`config.mk`:
```
export PLATFORM = sky130hd
export DESIGN_NAME = sprite_draw_scheduler
export DESIGN_NICKNAME = d
export VERILOG_FILES = /design/src/rtl/sprite_draw_scheduler_pkg.sv /design/src/rtl/sprite_draw_scheduler_pixel_client_mux.sv /design/src/rtl/sprite_draw_scheduler.sv
export SDC_FILE = /design/constraint.sdc
export NUM_CORES = 1
export LEC_CHECK = 0
export ABC_CLOCK_PERIOD_IN_PS = 2780
export CAP_MARGIN = 40
export CORE_ASPECT_RATIO = 0.7
export CORE_MARGIN = 2
export CORE_UTILIZATION = 32
export CTS_CLUSTER_DIAMETER = 100
export DETAILED_ROUTE_END_ITERATION = 8
export PLACE_DENSITY_LB_ADDON = 0.08
export SLEW_MARGIN = 25
export SYNTH_ARGS = -nofsm -noshare
export SYNTH_HDL_FRONTEND = slang
export SYNTH_SLANG_ARGS = --single-unit
export TNS_END_PERCENT = 1
```
`constraint.sdc`:
```
create_clock -name clk -period 2.78 [get_ports clk]
set_clock_uncertainty 0.1 [all_clocks]
set_input_delay 0.417 -clock clk [delete_from_list [all_inputs] [get_ports clk]]
set_output_delay 0.417 -clock clk [all_outputs]
set_load 0.01 [all_outputs]
```
`src/rtl/sprite_draw_scheduler_pkg.sv`:
```
// Shared types and widths for the sprite draw scheduler and its pixel mux.
package sprite_draw_scheduler_pkg;

    typedef enum logic [2:0] {
        IDLE      = 3'd0,
        GRANT     = 3'd1,
        WAIT_DONE = 3'd2,
        NEXT      = 3'd3,
        DONE      = 3'd4
    } state_t;

    localparam int X_W   = 8;
    localparam int Y_W   = 7;
    localparam int C_W   = 3;
    localparam int IDX_W = 4;

    localparam int DEFAULT_TIMEOUT_CYCLES = 32768;

endpackage

```
`src/rtl/sprite_draw_scheduler_pixel_client_mux.sv`:
```
// N-way select of one mover's pixel slice onto the VGA port; all zeros when not forwarding.
module pixel_client_mux
    import sprite_draw_scheduler_pkg::*;
#(
    parameter int N_CLIENTS = 10
) (
    input  logic [IDX_W-1:0]           idx,
    input  logic                       fwd_en,
    input  logic [X_W*N_CLIENTS-1:0]   client_x,
    input  logic [Y_W*N_CLIENTS-1:0]   client_y,
    input  logic [C_W*N_CLIENTS-1:0]   client_colour,
    input  logic [N_CLIENTS-1:0]       client_plot,
    output logic [X_W-1:0]             vga_x,
    output logic [Y_W-1:0]             vga_y,
    output logic [C_W-1:0]             vga_colour,
    output logic                       vga_plot
);

    always_comb begin
        vga_x      = '0;
        vga_y      = '0;
        vga_colour = '0;
        vga_plot   = 1'b0;
        for (int i = 0; i < N_CLIENTS; i++) begin
            if (fwd_en && (idx == IDX_W'(i))) begin
                vga_x      = client_x[X_W*i +: X_W];
                vga_y      = client_y[Y_W*i +: Y_W];
                vga_colour = client_colour[C_W*i +: C_W];
                vga_plot   = client_plot[i];
            end
        end
    end

endmodule

```
`src/rtl/sprite_draw_scheduler.sv`:
```
// Round-robin draw scheduler: grants movers 0..N-1 in turn and forwards the granted pixel stream.
// Optional per-grant watchdog enabled by defining SCHED_TIMEOUT_EN.
module sprite_draw_scheduler
    import sprite_draw_scheduler_pkg::*;
#(
    parameter int N_CLIENTS      = 10,
    parameter int TIMEOUT_CYCLES = DEFAULT_TIMEOUT_CYCLES
) (
    input  logic                       clk,
    input  logic                       resetn,
    input  logic                       run,
    output logic [N_CLIENTS-1:0]       client_en,
    input  logic [N_CLIENTS-1:0]       client_finish,
    input  logic [X_W*N_CLIENTS-1:0]   client_x,
    input  logic [Y_W*N_CLIENTS-1:0]   client_y,
    input  logic [C_W*N_CLIENTS-1:0]   client_colour,
    input  logic [N_CLIENTS-1:0]       client_plot,
    output logic [X_W-1:0]             vga_x,
    output logic [Y_W-1:0]             vga_y,
    output logic [C_W-1:0]             vga_colour,
    output logic                       vga_plot,
    output logic                       busy,
    output logic [IDX_W-1:0]           cur_idx,
    output logic                       round_done,
    output logic                       timeout_err,
    output logic [2:0]                 state_dbg
);

    localparam logic [IDX_W-1:0] LAST_IDX = IDX_W'(N_CLIENTS - 1);

    if (N_CLIENTS < 2 || N_CLIENTS > 16 || TIMEOUT_CYCLES < 2) begin : g_param_check
        $error("sprite_draw_scheduler: N_CLIENTS must be 2..16 and TIMEOUT_CYCLES >= 2");
    end

    state_t                 state;
    logic [IDX_W-1:0]       idx;
    logic [IDX_W-1:0]       next_idx;
    logic [N_CLIENTS-1:0]   en_next;
    logic                   fin_sel;
    logic                   fwd_en;

    // Handshake: client_en is a one-cycle request to mover idx; that mover answers with a
    // one-cycle finish, which is only looked at in WAIT_DONE and only on bit idx.
    always_comb begin
        fin_sel = 1'b0;
        for (int i = 0; i < N_CLIENTS; i++) begin
            if (idx == IDX_W'(i)) fin_sel = client_finish[i];
        end
    end

    assign next_idx = (state == NEXT) ? idx + IDX_W'(1) : '0;

    always_comb begin
        en_next = '0;
        for (int i = 0; i < N_CLIENTS; i++) begin
            en_next[i] = (next_idx == IDX_W'(i));
        end
    end

`ifdef SCHED_TIMEOUT_EN
    localparam int CNT_W = $clog2(TIMEOUT_CYCLES + 1);
    logic [CNT_W-1:0] to_cnt;
    logic             to_hit;
    assign to_hit = (to_cnt == CNT_W'(TIMEOUT_CYCLES - 1));
`else
    assign timeout_err = 1'b0;
`endif

    always_ff @(posedge clk) begin
        if (!resetn) begin
            state      <= IDLE;
            idx        <= '0;
            client_en  <= '0;
            busy       <= 1'b0;
            round_done <= 1'b0;
`ifdef SCHED_TIMEOUT_EN
            to_cnt      <= '0;
            timeout_err <= 1'b0;
`endif
        end else begin
            client_en  <= '0;
            round_done <= 1'b0;
            case (state)
                IDLE: begin
                    idx <= '0;
                    if (run) begin
                        state     <= GRANT;
                        client_en <= en_next;
                        busy      <= 1'b1;
                    end
                end
                GRANT: begin
                    state <= WAIT_DONE;
`ifdef SCHED_TIMEOUT_EN
                    to_cnt <= '0;
`endif
                end
                WAIT_DONE: begin
                    // finish wins over a watchdog expiry in the same cycle
                    if (fin_sel) begin
                        state <= NEXT;
                    end
`ifdef SCHED_TIMEOUT_EN
                    else if (to_hit) begin
                        state       <= NEXT;
                        timeout_err <= 1'b1;
                    end else begin
                        to_cnt <= to_cnt + CNT_W'(1);
                    end
`endif
                end
                NEXT: begin
                    if (idx == LAST_IDX) begin
                        state      <= DONE;
                        round_done <= 1'b1;
                    end else begin
                        idx       <= next_idx;
                        state     <= GRANT;
                        client_en <= en_next;
                    end
                end
                DONE: begin
                    idx   <= '0;
                    state <= IDLE;
                    busy  <= 1'b0;
                end
                default: begin
                    idx   <= '0;
                    state <= IDLE;
                    busy  <= 1'b0;
                end
            endcase
        end
    end

    assign fwd_en    = (state == GRANT) || (state == WAIT_DONE);
    assign cur_idx   = idx;
    assign state_dbg = state;

    pixel_client_mux #(
        .N_CLIENTS (N_CLIENTS)
    ) u_pixel_client_mux (
        .idx           (idx),
        .fwd_en        (fwd_en),
        .client_x      (client_x),
        .client_y      (client_y),
        .client_colour (client_colour),
        .client_plot   (client_plot),
        .vga_x         (vga_x),
        .vga_y         (vga_y),
        .vga_colour    (vga_colour),
        .vga_plot      (vga_plot)
    );

endmodule

```
# [After elaboration in Yosys (flattened, before gate mapping)]
# Cells that the tools add are included.
[op_classes] div=0 eq_ne=24 order_cmp=0 n_reduce_logical=20 add_sub_neg=1 mux=63 multipliers=0 shifts=0 bitwise=2
[op_table] op="$mux W8" n=10
[op_table] op="$mux W7" n=10
[op_table] op="$mux W3" n=13
[op_table] op="$eq A4 B3 Y1 const B" n=8
[op_table] op="$mux W1" n=22
[op_table] op="$mux W10" n=2
[op_table] op="$pmux W10 S2" n=1
[op_table] op="$eq A4 B2 Y1 const B" n=4
[op_table] op="$eq A4 B4 Y1 const B" n=4
[op_table] op="$pmux W3 S4" n=1
[op_table] op="$logic_and A1 B1 Y1" n=10
[op_table] op="$eq A4 B1 Y1 const B" n=2
[op_table] op="$logic_not A4 Y1" n=2
[op_table] op="$mux W4" n=2
[op_table] op="$pmux W4 S2" n=1
[op_table] op="$reduce_and A2 Y1" n=4
[op_table] op="$eq A3 B2 Y1 const B" n=2
[op_table] op="$ne A2 B2 Y1 const B" n=3
[op_table] op="$add A4 B1 Y4 const B" n=1
[op_table] op="$eq A3 B1 Y1 const B" n=1
[op_table] op="$logic_not A3 Y1" n=1
[op_table] op="$reduce_or A3 Y1" n=1
[op_table] op="$not A1 Y1" n=2
[op_table] op="$pmux W1 S2" n=1
[op_table] op="other kinds (2)" n=2
[word_totals] elab_cells=115 in_bits=203 output_inout_bits=39 latchBits=0 mem_count=0 reg_bits=19 rom_bits=0 ram_bits=0

# [Logic depth before layout (Yosys ltp)]
# Gate-level depths: netlist (run 1).
[depth] word_depth=13 depth_mapped=10 mapped_depth_nobuf=7

# [Cells and area by module]
# From an unflattened synthesis (run 1), not the netlist that was laid out.
[unflattened] hier_cells=364 area_unflattened_um2=2812.7
[by_module_without_submodules] module="pixel_client_mux" cells_per_inst=247 area_each_um2=1818.0 seq_area_each_um2=0.0 instances=1
[by_module_without_submodules] module="sprite_draw_scheduler" cells_per_inst=117 area_each_um2=994.7 seq_area_each_um2=380.4 instances=1

# [Least setup slack after synthesis (run 1)]
# Ideal clock, no wire load.
[synth_path] kind="register to output" start="reg idx[1], in the netlist cur_idx[1]" end="out vga_x[2]" required_time_ps=2263 stages_incl_launch_ff=10 n_path_buf=2 path_slack_ps=254 arrival_ps=2009 path_cell_list="dfxtp_1 -> inv_1 -> ha_1 -> buf_2 -> buf_2 -> nand3b_1 -> a221oi_1 -> o211ai_1 -> a22o_1 -> a22oi_1"
[synth_via] elab_chain_len=12 elab_cells_between_ends=30 classes_between="eq/ne: 9; mux: 10; reduce/logical: 11"
[synth_lines] element="start, declared" line="sprite_draw_scheduler.sv:36" text="logic [IDX_W-1:0] idx;"
[synth_lines] element="start signal, assigned" line="sprite_draw_scheduler.sv:117" text="idx <= next_idx;"
[synth_lines] element="$logic_not A4 Y1" line="sprite_draw_scheduler_pixel_client_mux.sv:25" text="if (fwd_en && (idx == IDX_W'(i))) begin"
[synth_lines] element="$logic_and A1 B1 Y1" line="sprite_draw_scheduler_pixel_client_mux.sv:25"
[synth_lines] element="$mux W8 (9 in a row)" line="sprite_draw_scheduler_pixel_client_mux.sv:25"
[synth_lines] element="$mux W8 *" line="sprite_draw_scheduler_pixel_client_mux.sv:25"
[synth_lines] element="end, declared" line="sprite_draw_scheduler.sv:18" text="output logic [X_W-1:0] vga_x,"
# Mark *: on every way between the ends. The rest lies on a longest branch, timed or not.

# [Worst setup path in the final report (run 1)]
[layout_path] start="reg idx[1], in the netlist cur_idx[1]" end="out vga_x[5]"
# The elaborated chain is that of the path after synthesis.

==> run metrics, run 1 <==
drt initial violations 353; count of endpoints failing hold in the final timing report 0; share of the clock period used by the worst path after layout 102%; maximum vdd ir drop 0.250 mV; Worst EP arrival 2320 ps; Hold Path Class reg -> reg; Layout Cell Area excl Fill 6090 um2; clock latency at the later pin of the worst-skew pair 260 ps; multi-input gate area in the final layout 2420 um2; layout net count 888; diodes inserted 0; Critical Path Sink Type output port; post-placement cell area 5650 um2; vias in the first global route 4253; Final Wtd Congestion 0.917; number of buffers inserted during clock tree synthesis 3; Yosys reg bits 19; per-cell routed wire length 20.3 um; final setup fails 6; number of design rule violations left after detail routing 0; post-route ant nets 0; leak pwr 2.40 nW; fraction of layout cells with a size suffix above 1 23.8%; port bufs 240; violated checks negative setup slack; Die Y 81.1 um; final setup slack of the worst path -58.5 ps; number of antenna violations at the first check in global routing 0; first-pass GRT wire length 22.4 mm; detailed-router iteration count before antenna repair 5; Via density 5.90; I/O pin count 242; area of the die 9270 um2; Tmin final 2840 ps; commonest non-fill, non-tap cells in the layout sky130_fd_sc_hd__clkdlybuf4s50_1, sky130_fd_sc_hd__buf_4, sky130_fd_sc_hd__nand2_1, sky130_fd_sc_hd__nor2_1, sky130_fd_sc_hd__a21oi_1; via count 4630; Clk Tree Root Cell sky130_fd_sc_hd__clkbuf_16; Post-Syn Nets 614; share of flip-flops with an asynchronous set or reset after synthesis 0%; met3 wirelength from detailed routing 1.62 mm; P per Cell Area 373 nW/um2; main flop type after synthesis sky130_fd_sc_hd__dfxtp_1; PnR Total Power 2.27 mW; Initial Util 32.6%; clk sink count 19; category of the critical setup timing path reg -> out; Worst setup SP type flip-flop; HPWL Detailed 12.4 mm; Mapped Cells 407; Worst-path clk slew 60 ps; required time at the worst-slack endpoint 2260 ps; most common cell after layout, fill and taps aside sky130_fd_sc_hd__clkdlybuf4s50_1; Highest Clock Rate 352 MHz; setup repair after global routing missed its margin yes; share of synthesized area occupied by flip-flops and latches 14.0%; highest routed layer met4; cell row count 28; total grt overflow 0; run status finished with violations; Final Max Tran Viols 0; TritonCTS clock tree yes; area used by sequential logic in the layout 388 um2; synth-to-layout area growth 124%; number of synthesized flops with an enable pin 0; routed wire length 15.9 mm; Std-Cell Core Area 8340 um2; H-tree lvl count 1; Synth cell types 59; maximum fanout along the worst path 6; clock buffer depth 2; global-route total usage across every layer 30.8%; number of buffers added to fix hold violations after cts 0; horizontal die dimension 114 um; number of synthesis warnings 0; post-synthesis instance area 2720 um2; Setup WS pre-CTS -337 ps; Avg Synthesized Cell Area 6.68 um2; number of filler cells placed in the layout 664; wire length on met2 7.31 mm; pin count of the biggest net entering global routing 34; total routed wire length on the met1 layer 6.61 mm; reported max-cap violation count 0
-- timing repair --
| item | in CTS | in global routing |
|---|---|---|
| resized for setup | 61 | 86 |
| pin swaps | 8 | 20 |
| endpoints found under the setup margin | 19 | 19 |
| gates cloned | 0 | 3 |
| hold endpoints to repair | 0 | 0 |
| buffers inserted | 3 | 4 |
-- layout make-up --
class	count	area share, %
repair buffers	314	49.7
multi-input cells	333	39.8
inverters	10	0.657
well taps	105	2.16
clock inverters	1	0.0821
flip-flops and latches	19	6.37
clock buffers	3	1.23
-- worst paths after layout --
check	cells past startpoint	from	slack (ps)	endpoint
max reg2reg	9	cur_idx[1]	610	client_en[6]
min reg2reg	1	busy	360	busy
min	1	busy	360	busy
max	10	cur_idx[1]	-60	vga_x[5]
-- state kept, by name, indices dropped and copies added (netlist names) --
signal      flops
client_en      10
cur_idx         4
state_dbg       3
busy            1
round_done      1
-- report_power, final --
part / internal [mW] / switching (mW)
Clock: 0.193 / 0.111
Sequential: 0.293 / 0.0274
Combinational: 0.878 / 0.772
Total: 1.36 / 0.911
-- cell usage after synthesis, types with 3 or more instances --
cell type	n	area, um2
sky130_fd_sc_hd__a21oi_1	37	185
sky130_fd_sc_hd__a221o_1	5	50.1
sky130_fd_sc_hd__a221oi_1	31	272
sky130_fd_sc_hd__a22o_1	3	26.3
sky130_fd_sc_hd__a31o_2	11	96.3
sky130_fd_sc_hd__a32oi_1	14	123
sky130_fd_sc_hd__and2_1	4	25.0
sky130_fd_sc_hd__buf_1	5	18.8
sky130_fd_sc_hd__buf_2	17	85.1
sky130_fd_sc_hd__clkbuf_1	21	78.8
sky130_fd_sc_hd__dfxtp_1	19	380
sky130_fd_sc_hd__ha_1	4	50.1
sky130_fd_sc_hd__inv_1	9	33.8
sky130_fd_sc_hd__nand2_1	47	176
sky130_fd_sc_hd__nand3_1	9	45.0
sky130_fd_sc_hd__nand3b_1	4	30.0
sky130_fd_sc_hd__nor2_1	44	165
sky130_fd_sc_hd__nor2b_1	7	43.8
sky130_fd_sc_hd__nor3_1	4	20.0
sky130_fd_sc_hd__nor3b_1	3	22.5
sky130_fd_sc_hd__nor4_1	4	25.0
sky130_fd_sc_hd__o211ai_1	5	37.5
sky130_fd_sc_hd__o21ai_0	32	160
sky130_fd_sc_hd__o221ai_1	4	35.0
sky130_fd_sc_hd__o22ai_1	15	93.8
sky130_fd_sc_hd__or3_1	3	18.8
-- through the flow --
| step | instances | hold WS, ps | setup TNS, ps | utilization [%] |
|---|---|---|---|---|
| floorplan | 407 | 409 | 0 | - |
| global placement | 772 | 354 | -2770 | 67.8 |
| detailed placement | 772 | 356 | -4200 | 67.8 |
| CTS | 779 | 368 | -1610 | 70.4 |
| global route | 785 | 405 | -1160 | 73.1 |
| finish | 785 | 363 | -161 | 73.1 |
-- routing by layer --
metal / vias to the layer above / GRT usage (%)
met5: - / 0
met4: 0 / 6.10
met3: 40 / 6.49
met2: 289 / 50.4
met1: 2180 / 42.2
li1: 2121 / -
-- critical path: stages (launching register included) --
cell                            delay, ps
sky130_fd_sc_hd__dfxtp_4              350
sky130_fd_sc_hd__inv_2                 60
sky130_fd_sc_hd__ha_4                 170
sky130_fd_sc_hd__buf_4                150
sky130_fd_sc_hd__nor2_4               260
sky130_fd_sc_hd__buf_6                160
sky130_fd_sc_hd__nand2_1               60
sky130_fd_sc_hd__a32oi_1              210
sky130_fd_sc_hd__o21ai_2              130
sky130_fd_sc_hd__a31o_1               220
sky130_fd_sc_hd__dlygate4sd2_1        290
-- logic make-up (layout without fill, tap and decap cells) --
| family | Yosys count | in the layout | share of synthesized area [%] |
|---|---|---|---|
| AND/OR/NAND/NOR | 139 | 140 | 25.3 |
| adder cells (fa/ha/maj) | 4 | 4 | 1.84 |
| buffers and inverters | 56 | 328 | 9.06 |
| flip-flops | 19 | 19 | 14.0 |
| other | 1 | 1 | 0.138 |
| AO/OA/AOI/OAI | 186 | 186 | 48.4 |
| XOR/XNOR | 2 | 2 | 1.33 |
No activity file was read; power rests on OpenSTA's default activity.
==> run 2: changes to the inputs <==
--- a/config.mk
+++ b/config.mk
@@ -5,11 +5,12 @@
 export SDC_FILE = /design/constraint.sdc
 export NUM_CORES = 1
 export LEC_CHECK = 0
+export ABC_AREA = 1
 export ABC_CLOCK_PERIOD_IN_PS = 2780
 export CAP_MARGIN = 40
 export CORE_ASPECT_RATIO = 0.7
 export CORE_MARGIN = 2
-export CORE_UTILIZATION = 32
+export CORE_UTILIZATION = 35
 export CTS_CLUSTER_DIAMETER = 100
 export DETAILED_ROUTE_END_ITERATION = 8
 export PLACE_DENSITY_LB_ADDON = 0.08
==> constraint.sdc (replaced) <==
create_clock -name clk -period 2.78 [get_ports clk]
set_clock_uncertainty 0.1 [all_clocks]
set_input_delay 0.417 -clock clk [delete_from_list [all_inputs] [get_ports clk]]
set_output_delay 0.417 -clock clk [all_outputs]
set_load 0.02 [all_outputs]
==> run 2 against run 1 <==
Net effect: the run now ends clean; final cell count up 34%; die area up 5.6%; clock-buffer cell count unchanged; utilization up 1.9 points; total power up 9.3%; worst hold slack better by 73 ps; combinational power up 13%; setup slack better by 130 ps; via count up 5.9%; first-iteration DRC count up 3.4%; register-to-register slack worse by 30 ps; non-clock buffer count down 7; largest cell class unchanged; largest power group unchanged.
==> run metrics, run 2 <==
Final Wtd Congestion 0.894 (-2.5%); kind of cell with the highest combined delay on the critical path simple AND/OR/NAND/NOR gates; Final Max Tran Viols 0 (unchanged); Mapped Cells 646 (+59%); Worst EP arrival 2200 ps (-120 ps); fraction of layout cells with a size suffix above 1 18.5% (-5.3 points); run status complete, no violations; Layout Cell Area excl Fill 6440 um2 (+5.6%); most frequent cells after synthesis sky130_fd_sc_hd__nand2_1, sky130_fd_sc_hd__inv_1, sky130_fd_sc_hd__nand3_1, sky130_fd_sc_hd__nor2_1, sky130_fd_sc_hd__o21ai_0; required time at the worst-slack endpoint 2260 ps (about the same); via count 4901 (+5.9%); synth-to-layout area growth 104%; horizontal die dimension 117 um (+2.8%); final core utilization 75.0% (+1.9 points); per-cell routed wire length 14.4 um (-29%); Worst Max-Slew Pin Slew 607 ps; Clk Tree Root Cell sky130_fd_sc_hd__clkbuf_16; PnR Total Power 2.49 mW (+9.3%); detailed-router iteration count before antenna repair 5 (unchanged); routed wire length 15.1 mm (-5.2%); number of antenna violations at the first check in global routing 0 (unchanged); number of flip-flops in the largest register 10 (unchanged); post-synthesis instance area 3150 um2 (+16%); total grt overflow 0 (unchanged); maximum vdd ir drop 0.284 mV (+14%); number of buffers inserted during clock tree synthesis 3 (unchanged); port bufs 240 (unchanged); maximum fanout along the worst path 8 (+2); reported max-cap violation count 0 (unchanged); number of design rule violations left after detail routing 0 (unchanged); diodes inserted 0 (unchanged); H-tree lvl count 1 (unchanged); pin count of the biggest net entering global routing 32 (-5.9%); TritonCTS clock tree yes; count of endpoints failing hold in the final timing report 0 (unchanged); share of the clock period used by the worst path after layout 97.6% (-4.5 points); layout net count 1138 (+28%); final setup fails 0 (-6); drt initial violations 365 (+3.4%); global-route total usage across every layer 28.7% (-2.1 points); number of buffers added to fix hold violations after cts 0 (unchanged); filler-free cell count of the finished design 1050 (+34%); Die Y 83.3 um (+2.7%); share of flip-flops with an asynchronous set or reset after synthesis 0% (unchanged); vias in the first global route 4704 (+11%); Relative slew margins 59.2%; main flop type after synthesis sky130_fd_sc_hd__dfxtp_1; most frequent cell on the critical path sky130_fd_sc_hd__nand2_1; leak pwr 3.08 nW (+29%); Highest Clock Rate 369 MHz (+4.6%); number of synthesis warnings 0 (unchanged); Avg Synthesized Cell Area 4.87 um2 (-27%); total negative slack for setup checks 0 ps (+161 ps); largest area contributor in the netlist sky130_fd_sc_hd__nand2_1; Worst-path clk slew 50 ps (about the same); post-placement cell area 6060 um2 (+7.2%); Std-Cell Core Area 8580 um2 (+2.9%); Critical Path Sink Type output port; most frequent cell after synthesis sky130_fd_sc_hd__nand2_1; Synth cell types 30 (-49%); most common cell after layout, fill and taps aside sky130_fd_sc_hd__nand2_1; clock buffer depth 2 (unchanged); share of synthesized area occupied by flip-flops and latches 12.1% (-1.9 points); HPWL Detailed 12.3 mm (-1.2%); I/O pin count 242 (unchanged); post-route ant nets 0 (unchanged); portion of synthesized cell area occupied by the leading cell type 34.9% (+21 points); Worst setup SP type flip-flop; final setup slack of the worst path 67.5 ps (+126 ps); clk sink count 19 (unchanged); Hold Path Class reg -> reg; cell row count 28 (unchanged); first-pass GRT wire length 23.2 mm (+3.4%); minimum hold slack 436 ps (+73.2 ps); P per Cell Area 386 nW/um2 (+3.5%); area of the die 9780 um2 (+5.6%); main area contributors after synthesis sky130_fd_sc_hd__nand2_1, sky130_fd_sc_hd__nand3_1, sky130_fd_sc_hd__dfxtp_1; clock latency at the later pin of the worst-skew pair 250 ps (about the same); Via density 4.67 (-21%); number of synthesized flops with an enable pin 0 (unchanged); Yosys reg bits 19 (unchanged); category of the critical setup timing path reg -> out; placed cell count 1036 (+34%); register with the highest flop count client_en; Initial Util 36.7% (+4.1 points); ordered list of cells on the worst path inv_4 > ha_4 > nand2_4 > inv_2 > nand2_4 > buf_12 > buf_8 > or2_1 > nand3_1 > nand3_1 > nand2_1 > nand2_1 > nand2_1 > nand2_1 > nand2_1 > nand2_1 > buf_6; Tmin final 2710 ps (-126 ps); largest stage delay on the critical path 370 ps (+20 ps); number of filler cells placed in the layout 687 (+3.5%); Setup WS pre-CTS -217 ps (+120 ps); setup repair after global routing missed its margin yes; critical path buffer and inverter count 5 (+1); commonest non-fill, non-tap cells in the layout sky130_fd_sc_hd__nand2_1, sky130_fd_sc_hd__clkdlybuf4s50_1, sky130_fd_sc_hd__inv_1, sky130_fd_sc_hd__buf_4, sky130_fd_sc_hd__nand3_1; cell with the largest stage delay on the worst path sky130_fd_sc_hd__dfxtp_4; Post-Syn Nets 853 (+39%)
==> run 2: cell count changes after synthesis, moves of 11 or more <==
cell | before | now
sky130_fd_sc_hd__inv_1 | 9 | 81
sky130_fd_sc_hd__clkbuf_1 | 21 | 4
sky130_fd_sc_hd__a221oi_1 | 31 | 0
sky130_fd_sc_hd__nand2_1 | 47 | 293
sky130_fd_sc_hd__a31o_2 | 11 | 0
sky130_fd_sc_hd__o21ai_1 | 1 | 15
sky130_fd_sc_hd__or2_2 | 0 | 14
sky130_fd_sc_hd__a32oi_1 | 14 | 0
sky130_fd_sc_hd__o21ai_0 | 32 | 20
sky130_fd_sc_hd__inv_2 | 0 | 19
sky130_fd_sc_hd__a21oi_1 | 37 | 8
sky130_fd_sc_hd__nor2_1 | 44 | 25
sky130_fd_sc_hd__nand3_1 | 9 | 77
sky130_fd_sc_hd__o22ai_1 | 15 | 1
==> run 2: where the power goes <==
group / internal [mW] / switching (mW) / total [mW] / leakage (nW)
logic: 0.884 / 0.976 / 1.86 / 2.88
clock network: 0.193 / 0.108 / 0.301 / 0.0409
registers: 0.297 / 0.0297 / 0.326 / 0.156
==> run 2: cells by family after synthesis <==
group | Yosys count | share of synthesized area (%)
buffers and inverters | 129 | 17.1
xor gates and xnor gates | 2 | 0.557
AOI/OAI and AO/OA | 45 | 7.31
DFF | 19 | 12.1
other | 1 | 0.119
and+or+nand+nor | 446 | 61.2
adders and majority gates | 4 | 1.59
==> run 2: layout make-up <==
class	count	area, um2	share of cell area [%]
flip-flops and latches	19	388	6.03
multi-input cells	498	2400	37.3
inverters	102	399	6.20
clock buffers	3	75.1	1.17
well taps	120	150	2.33
clock inverters	1	5.00	0.0778
repair buffers	307	3020	46.9
==> run 2: worst min-delay path: stages (launching register included) <==
cell                       delay, ps
sky130_fd_sc_hd__dfxtp_1         310
sky130_fd_sc_hd__o311ai_0        100
sky130_fd_sc_hd__a21oi_1          80
==> run 2: final timing paths <==
kind / endpoint / depth (start not counted) / slack (ps) / startpoint
setup / recovery: vga_x[0] / 17 / 70 / cur_idx[0]
hold / removal: busy / 2 / 440 / busy
setup reg to reg: cur_idx[2] / 8 / 580 / state_dbg[0]
hold reg to reg: busy / 2 / 440 / busy
==> run 2: layer usage <==
layer / global-route usage [%] / part of all wire (%) / up-vias / wire length [um]
met5: 0 / 0 / - / 0
met4: 3.94 / 1.3 / 0 / 189
met3: 5.91 / 8.2 / 16 / 1240
met2: 49.8 / 48 / 223 / 7170
met1: 37.5 / 43 / 2130 / 6500
li1: - / - / 2532 / -
==> run 2: repair_timing <==
action,CTS,global route
resized for setup,89,67
gates cloned,0,3
endpoints found under the setup margin,19,19
endpoints found under the hold margin,0,0
setup buffers,4,3
pin swaps,0,20
==> run 3: changes to the inputs <==
--- a/config.mk
+++ b/config.mk
@@ -11,9 +11,8 @@
 export CORE_ASPECT_RATIO = 0.7
 export CORE_MARGIN = 2
 export CORE_UTILIZATION = 35
-export CTS_CLUSTER_DIAMETER = 100
 export DETAILED_ROUTE_END_ITERATION = 8
-export PLACE_DENSITY_LB_ADDON = 0.08
+export PLACE_DENSITY = 0.86
 export SLEW_MARGIN = 25
 export SYNTH_ARGS = -nofsm -noshare
 export SYNTH_HDL_FRONTEND = slang
==> run 3 against run 2 <==
Net effect: sequential share of layout area is essentially flat; highest routed layer unchanged; global-route usage grew 0.26 points; sequential power is essentially flat; final cell count shrank 0.38%; worst hold slack gained 48 ps; flip-flop and latch count is the same; critical endpoint is now vga_colour[0]; setup slack lost 32 ps; utilization grew 0.85 points; maximum frequency shrank 1.2%.
==> run metrics, run 3 (synthesis gave the netlist of run 2 again) <==
via count 4952 (+1.0%); cell row count 28 (unchanged); Initial Util 36.7% (unchanged); run status complete, no violations; count of endpoints failing hold in the final timing report 0 (unchanged); Worst EP arrival 2230 ps (+30 ps); global-route total usage across every layer 28.9% (+0.26 points); routed wire length 15.8 mm (+5.0%); Std-Cell Core Area 8580 um2 (unchanged); most common cell after layout, fill and taps aside sky130_fd_sc_hd__nand2_1; pin count of the biggest net entering global routing 39 (+22%); H-tree lvl count 1 (unchanged); post-route ant nets 0 (unchanged); Tmin final 2740 ps (+31.8 ps); Final Max Tran Viols 0 (unchanged); Flop pwr share 12.7% (-0.4 points); clock buffer depth 2 (unchanged); category of the critical setup timing path reg -> out; final setup fails 0 (unchanged); required time at the worst-slack endpoint 2260 ps (about the same); Via density 4.73 (+1.4%); vias in the first global route 4584 (-2.6%); Die Y 83.3 um (unchanged); drt initial violations 415 (+14%); maximum vdd ir drop 0.417 mV (+47%); total grt overflow 0 (unchanged); HPWL Detailed 12.1 mm (-1.2%); number of buffers added to fix hold violations after cts 0 (unchanged); net switching power 1.10 mW (-0.96%); P per Cell Area 397 nW/um2 (+2.7%); Worst Max-Slew Pin Slew 649 ps (+42.3 ps); Hold Path Class reg -> reg; number of buffers inserted during clock tree synthesis 3 (unchanged); number of flip-flops in the largest register 10 (unchanged); layout net count 1134 (-0.35%); Highest Clock Rate 364 MHz (-1.2%); per-cell routed wire length 15.2 um (+5.4%); share of the clock period used by the worst path after layout 98.7% (+1.1 points); TritonCTS clock tree yes; maximum fanout along the worst path 8 (unchanged); register with the highest flop count client_en; horizontal die dimension 117 um (unchanged); placed cell count 1035 (-0.097%); I/O pin count 242 (unchanged); switching share of total power 42.7% (-2.1 points); setup repair after global routing missed its margin yes; synth-to-layout area growth 107%; Worst-path clk slew 50 ps (about the same); share of total power in the clock network 11.3% (-0.8 points); Clk Tree Root Cell sky130_fd_sc_hd__clkbuf_16; reported max-cap violation count 0 (unchanged); filler-free cell count of the finished design 1046 (-0.38%); port bufs 240 (unchanged); PnR Total Power 2.58 mW (+3.8%); number of antenna violations at the first check in global routing 0 (unchanged); final core utilization 75.8% (+0.85 points); Worst setup SP type flip-flop; cell-internal power 1.48 mW (+7.7%); number of design rule violations left after detail routing 0 (unchanged); detailed-router iteration count before antenna repair 5 (unchanged); clock latency at the later pin of the worst-skew pair 250 ps (about the same); clk sink count 19 (unchanged); leak pwr 3.12 nW (+1.2%); diodes inserted 0 (unchanged); number of filler cells placed in the layout 676 (-1.6%); area of the die 9780 um2 (unchanged); Final Wtd Congestion 0.871 (-2.6%); Critical Path Sink Type output port; commonest non-fill, non-tap cells in the layout sky130_fd_sc_hd__nand2_1, sky130_fd_sc_hd__clkdlybuf4s50_1, sky130_fd_sc_hd__inv_1, sky130_fd_sc_hd__nand3_1, sky130_fd_sc_hd__buf_4; first-pass GRT wire length 23.3 mm (+0.33%); combinational cell fraction of total power 76.0% (+1.2 points); Relative slew margins 56.4% (-2.8 points); fraction of layout cells with a size suffix above 1 18.5% (-0.028 points)
==> run 3: worst max-delay path, stage by stage (launching register included) <==
cell	delay [ps]
sky130_fd_sc_hd__dfxtp_4	360
sky130_fd_sc_hd__nor2_4	120
sky130_fd_sc_hd__nand2_2	80
sky130_fd_sc_hd__nand2_4	130
sky130_fd_sc_hd__clkinv_8	80
sky130_fd_sc_hd__nor2_4	230
sky130_fd_sc_hd__clkbuf_16	210
sky130_fd_sc_hd__nand2_1	50
sky130_fd_sc_hd__nand3_1	80
sky130_fd_sc_hd__nand3_1	70
sky130_fd_sc_hd__nand3_1	80
sky130_fd_sc_hd__nand2_1	60
sky130_fd_sc_hd__nand2_1	50
sky130_fd_sc_hd__o21ai_1	60
sky130_fd_sc_hd__a21oi_1	140
sky130_fd_sc_hd__buf_4	160
==> run 3: worst paths after layout <==
check,startpoint,to,slack [ps],cells after the start
setup / recovery,state_dbg[0],vga_colour[0],40,15
hold / removal,busy,busy,480,2
setup reg to reg,state_dbg[1],client_en[7],430,7
hold reg to reg,busy,busy,480,2
==> run 3: cell type report <==
cell class / instances / area (um2) / share of cell area (%)
repair buffers: 303 / 3070 / 47.2
multi-input cells: 498 / 2410 / 37.0
inverters: 102 / 408 / 6.27
flip-flops and latches: 19 / 394 / 6.06
well taps: 120 / 150 / 2.31
clock buffers: 4 / 78.8 / 1.21
==> run 3: repair_timing <==
item,in CTS,in global routing
cloned,0,5
pin swaps,0,18
resized for setup,69,101
setup endpoints to repair,19,19
setup buffers,0,2
==> run 3: per-layer routing <==
layer  GRT usage (%)  up-vias  share of wire [%]
met5               0        -                  0
met4            7.89        0                3.2
met3            4.60       40                7.3
met2            50.9      198                 47
met1            36.7     2189                 42
li1                -     2525                  -
==> run 3: power by group through the flow <==
stage	registers, mW	clock network, mW	logic [mW]
6_report	0.328	0.291	1.96
5_1_grt	0.331	0.308	2.12
4_1_cts	0.315	0.290	1.67
3_5_place_dp	0.319	0	1.72
3_3_place_gp	0.316	0	1.69
2_1_floorplan	0.349	0	0.824
==> run 3: through the flow <==
| step | area, um2 | hold WS, ps | TNS [ps] | setup slack, ps |
|---|---|---|---|---|
| after floorplan | 3150 | 453 | 0 | 163 |
| after global placement | 6070 | 408 | -993 | -90.8 |
| after detailed placement | 6070 | 463 | -2200 | -147 |
| after CTS | 6130 | 470 | -15.6 | -13.8 |
| after global routing | 6510 | 496 | -1110 | -84.8 |
| final | 6510 | 483 | 0 | 35.7 |
